## src/rtl/maxpool2x2_stream.sv

```systemverilog
// rtl/maxpool2x2_stream.sv - 2x2 stride-2 streaming max pool over a raster conv result stream
// Optional fused ReLU on the pooled output when MAXPOOL_RELU_EN is defined.
module maxpool2x2_stream #(
  parameter int IH  = 26,
  parameter int IW  = 26,
  parameter int AW  = 10,
  parameter int OAW = 8
) (
  input  logic                  clk,
  input  logic                  rst_n,
  input  logic                  start,
  input  logic                  in_valid,
  input  logic signed [7:0]     in_data,
  input  logic [AW-1:0]         in_addr,
  output logic                  out_valid,
  output logic signed [7:0]     out_data,
  output logic [OAW-1:0]        out_addr,
  output logic                  busy,
  output logic                  done,
  output logic                  seq_err
);

  localparam int RW = (IH > 1) ? $clog2(IH) : 1;
  localparam int CW = (IW > 1) ? $clog2(IW) : 1;
  localparam int BW = (CW > 1) ? CW - 1 : 1;

  typedef enum logic [1:0] {S_IDLE, S_RUN, S_DONE} state_t;

  state_t                state, state_nxt;
  logic [RW-1:0]         row;
  logic [CW-1:0]         col;
  logic signed [7:0]     hmax;
  logic signed [7:0]     pbuf [2**BW];
  logic                  accept, last_in, done_nxt;
  logic [BW-1:0]         bidx;
  logic [AW-1:0]         exp_addr;
  logic signed [7:0]     pair_max, pooled, pooled_out;

  function automatic logic signed [7:0] smax(input logic signed [7:0] a, input logic signed [7:0] b);
    return (a > b) ? a : b;
  endfunction

  // A start pulse takes priority and swallows any sample presented alongside it.
  assign accept   = (state == S_RUN) && in_valid && !start;
  assign last_in  = (row == RW'(IH - 1)) && (col == CW'(IW - 1));
  assign bidx     = BW'(col >> 1);
  assign exp_addr = AW'(row) * AW'(IW) + AW'(col);
  assign pair_max = smax(hmax, in_data);
  assign pooled   = smax(pbuf[bidx], pair_max);

`ifdef MAXPOOL_RELU_EN
  assign pooled_out = pooled[7] ? 8'sd0 : pooled;
`else
  assign pooled_out = pooled;
`endif

  always_ff @(posedge clk or negedge rst_n) begin
    if (!rst_n) state <= S_IDLE;
    else        state <= state_nxt;
  end

  always_comb begin
    state_nxt = state;
    if (start) begin
      state_nxt = S_RUN;
    end else begin
      case (state)
        S_IDLE:  state_nxt = S_IDLE;
        S_RUN:   if (accept && last_in) state_nxt = S_DONE;
        S_DONE:  state_nxt = S_IDLE;
        default: state_nxt = S_IDLE;
      endcase
    end
  end

  always_comb begin
    busy     = (state == S_RUN);
    done_nxt = (state == S_DONE) && !start;
  end

  always_ff @(posedge clk or negedge rst_n) begin
    if (!rst_n) begin
      row     <= '0;
      col     <= '0;
      hmax    <= '0;
      seq_err <= 1'b0;
    end else if (start) begin
      row     <= '0;
      col     <= '0;
      hmax    <= '0;
      seq_err <= 1'b0;
    end else if (accept) begin
      if (in_addr != exp_addr) seq_err <= 1'b1;
      if (!col[0]) hmax <= in_data;
      if (col == CW'(IW - 1)) begin
        col <= '0;
        row <= row + 1'b1;
      end else begin
        col <= col + 1'b1;
      end
    end
  end

  // Even rows write the buffer and odd rows read it, so the same entry is never hit twice in a cycle.
  always_ff @(posedge clk) begin
    if (accept && col[0] && !row[0]) pbuf[bidx] <= pair_max;
  end

  always_ff @(posedge clk or negedge rst_n) begin
    if (!rst_n) begin
      out_valid <= 1'b0;
      out_data  <= '0;
      out_addr  <= '0;
      done      <= 1'b0;
    end else begin
      out_valid <= 1'b0;
      done      <= done_nxt;
      if (accept && col[0] && row[0]) begin
        out_valid <= 1'b1;
        out_data  <= pooled_out;
        out_addr  <= OAW'(row >> 1) * OAW'(IW / 2) + OAW'(col >> 1);
      end
    end
  end

endmodule

```

## config.mk

```make
export PLATFORM = sky130hd
export DESIGN_NAME = maxpool2x2_stream
export DESIGN_NICKNAME = d
export VERILOG_FILES = /design/src/rtl/maxpool2x2_stream.sv
export SDC_FILE = /design/constraint.sdc
export NUM_CORES = 1
export LEC_CHECK = 0
export BUFFER_PORTS_ARGS = -buffer_cell sky130_fd_sc_hd__buf_4
export CORE_MARGIN = 1.5
export CORE_UTILIZATION = 25
export CTS_CLUSTER_SIZE = 40
export DETAILED_ROUTE_END_ITERATION = 8
export GPL_ROUTABILITY_DRIVEN = 0
export HOLD_SLACK_MARGIN = 0.03
export SYNTH_ARGS = -nofsm -noshare
export SYNTH_HDL_FRONTEND = slang
export SYNTH_SLANG_ARGS = --single-unit
export TNS_END_PERCENT = 50
```

## constraint.sdc

```tcl
create_clock -name clk -period 6.1 [get_ports clk]
set_input_delay 0.61 -clock clk [delete_from_list [all_inputs] [get_ports clk]]
set_output_delay 0.61 -clock clk [all_outputs]
set_load 0.01 [all_outputs]
```

==> metrics <==
GR peak layer=met2; post-route ant nets=0; Tcrit/Tclk final=roughly two thirds; multi-input logic area=0.003137 mm^2; Num Clock Sinks=167; Initial Util=25.28%; CTS tree=yes; clock-pin slew on the worst setup and hold paths=0.07 ns; Synth Instances=roughly 580; nets=702; layout cells sized above 1=17.77%; Synth cell types=between 50 and 60; number of max-cap violations=0; M3 GR Usage=under 10%; Syn Area/Cell=roughly 14 um^2; final WL=between 15,000 and 20,000 um; die area=0.03391 mm^2; Pleak=3.643 nW; HP Class=input pin to async pin; drc violations=0; sequential cell area=0.004821 mm^2; asr flop ratio synth=23.35%; via count=roughly 4,700; worst hold slack=0.1786 ns; fin area=between 0.009 and 0.01 mm^2; Crit path arrival time=4.33 ns; syn nets=654; Clock Latency Late Sink=between 0.4 and 0.5 ns; Layout fillers=~3,200; end of the worst register-to-register path=out_data[3]; antenna violations before repair=0; placed wire-length estimate=11,960 um; Worst path depth=10; final hold vios=0; post_cts resized=0; crit-path most repeated cell=a21oi_1; CTS Buf Count=17; Worst Path Buf+Inv=1; Post-synth EDFFs=between 100 and 150; # setup viols final=0; setup bufs post-CTS=0; Area growth syn-to-layout=16.75%; largest fanout on the critical path=24; Crit path max-delay family=compound AO/OA/AOI/OAI gates; post-route minimum period=4.034 ns; GRT Overall Usage=10.83%; Mapped Area=0.008204 mm^2; status=finished clean; Clock Path Buffers=2; first-pass GRT wire length=approximately 28,000 um; Boundary Pins=42; RSZ-0062 raised after global routing=no; worst r2r path cells=10; Setup TNS Final=0 ns; Yosys warnings=0; CP Cell Sequence=buf_4, mux4_2, a221o_1, ha_1, a21o_1, a2111oi_0, a21oi_1, a21oi_4, mux2i_1, a21oi_1; RR Startpoint=col[1]; starting DRC count in detailed routing=467; placed cell areas=0.009010 mm^2; PwrDens=262.6 mW/mm^2; hold bufs inserted after CTS=0; Setup crit start=col[1]; register area share after synthesis=58.75%; Setup crit start kind=flip-flop; Root Driver=clkbuf_16; row cnt=66; Most used DFF post-synth=edfxtp_1; Ant. Diodes=0; largest net degree at the start of global routing=40; total iterations of the first detailed-routing run=4; Core ar.=approximately 0.032 mm^2; Worst R2R Setup Slack=between 2 and 2.5 ns; M1 GR Usage=14.91%; measured slew at the worst slew-check pin=0.8783 ns; Relative slew margins=just over 40%; grt total ovfl=0; Max Clock Skew=0.01197 ns; Die H=184.2 um; Clock H-tree levels=4; Die X=184.2 um; Via density=4.353; met2 Track Usage GR=17.44%; Max VDD drop=0.0001908 V; fin. max-slew vios=0; Port Buf Inserts=41; Largest stage delay, worst path=0.70 ns; crit path kind=flip-flop to flip-flop; WL per Instance=between 15 and 20 um; CP max stage cell=dfrtp_2; vias in the first global route=between 4,000 and 5,000; Achievable Freq=247.9 MHz; Seq cells post-synth=167; critical path required time=roughly 6.4 ns; Crit. End Element=flip-flop; CP endpoint=out_data[3]; final core occ=29.51%
## per-stage QoR
step,cells,setup slack (ns),power [mW]
finish,1078,2.066,2.515
detailed placement,1046,1.814,1.509
global route,1078,1.685,2.606
floorplan,575,2.316,1.436
CTS,1078,2.006,2.538
global placement,1046,1.883,1.504
## final cells by class
class | instances | area share, %
multi-input combinational | 352 | 32.75
sequential | 167 | 50.33
clock inverter | 15 | 1.489
clock buffer | 17 | 4.442
inverter | 37 | 1.450
timing repair buffer | 48 | 3.762
tap | 442 | 5.774
## worst min-delay path by stage
stage,startpoint,to,slack [ns],cells after the start
3_5_place_dp,state[0],done,0.44,1
4_1_cts,rst_n,out_addr[0],0.18,1
6_report,rst_n,done,0.18,1
5_1_grt,rst_n,out_addr[0],0.21,1
2_1_floorplan,rst_n,col[0],0.31,0
3_3_place_gp,state[0],done,0.43,1
## placed cells by master (no fill, tap or decap), types with 6 or more instances in the layout
cell	Yosys	routed
a21oi_1	36	36
dfrtp_1	39	38
edfxtp_1	128	128
fa_1	6	6
ha_1	51	51
inv_1	34	34
nor2_1	38	38
clkbuf_16	0	17
xnor2_1	17	17
mux4_1	12	12
buf_4	1	48
nand2_1	46	46
a22o_1	8	8
a221o_1	7	7
o21ai_0	12	12
nor3_1	9	9
nand3_1	12	12
mux4_2	20	20
xor2_1	7	7
mux2_2	7	7
inv_6	0	6
mux2i_1	9	9
## layer usage
metal  vias up  part of all wire, %
li1       2277                    -
met1      2330                   49
met2        76                   48
met3        10                  2.3
met4         0                 0.86
met5         -                    0
## cell usage after synthesis (2+ instances only)
cell	number	area [um^2]
a21oi_1	36	180.2
mux2i_1	9	90.09
dfrtp_1	39	975.9
inv_1	34	127.6
fa_1	6	120.1
edfxtp_1	128	3844
o21ai_1	5	25.02
clkbuf_1	8	30.03
a221o_1	7	70.07
xor2_1	7	61.31
xnor2_1	17	148.9
mux4_1	12	315.3
nor2_1	38	142.6
o21bai_1	3	22.52
a211o_1	2	17.52
o21ai_0	12	60.06
nand2_1	46	172.7
nor2b_1	2	12.51
and3b_1	2	17.52
mux2_2	7	78.83
and3_1	2	12.51
o21a_1	3	22.52
a22o_1	8	70.07
mux4_2	20	450.4
buf_1	5	18.77
inv_2	3	11.26
ha_1	51	638.1
buf_2	2	10.01
and2_1	3	18.77
nand3b_1	2	15.01
nor4_1	2	12.51
nand2b_1	3	18.77
nor3_1	9	45.04
nand4_1	3	18.77
a21o_1	4	30.03
buf_6	2	22.52
nand3_1	12	60.06
## power by group
| group | switching, mW | internal (mW) |
|---|---|---|
| Combinational | 0.131 | 0.0825 |
| Clock | 0.462 | 0.571 |
| Sequential | 0.00844 | 1.26 |
## logic make-up (layout without fill, tap and decap cells)
family / after synthesis / count (layout) / share of synthesized area [%]
simple gates: 128 / 128 / 7.031
xor+xnor: 25 / 25 / 2.852
compound gates: 93 / 93 / 7.580
mux: 49 / 49 / 11.53
flops: 167 / 167 / 58.75
buf+inv: 56 / 117 / 3.020
fa+ha+maj: 57 / 57 / 9.242
## registers in the layout (all words and copies together), names as in the netlist
| signal | flops |
|---|---|
| row | 5 |
| pbuf | 128 |
| hmax | 8 |
| out_data | 8 |
| col | 5 |
| out_valid | 1 |
| seq_err | 1 |
| out_addr | 8 |
| state | 2 |
| done | 1 |
## worst register-to-register path, delay by kind of cell (launching register included)
| family | cells | cell delay [ns] |
|---|---|---|
| AO/OA/AOI/OAI | 6 | 1.59 |
| multiplexers | 2 | 0.83 |
| flip-flops | 1 | 0.70 |
| buffers and inverters | 1 | 0.47 |
| adder cells (fa/ha/maj) | 1 | 0.31 |
Power figures use the tool's default switching activity.
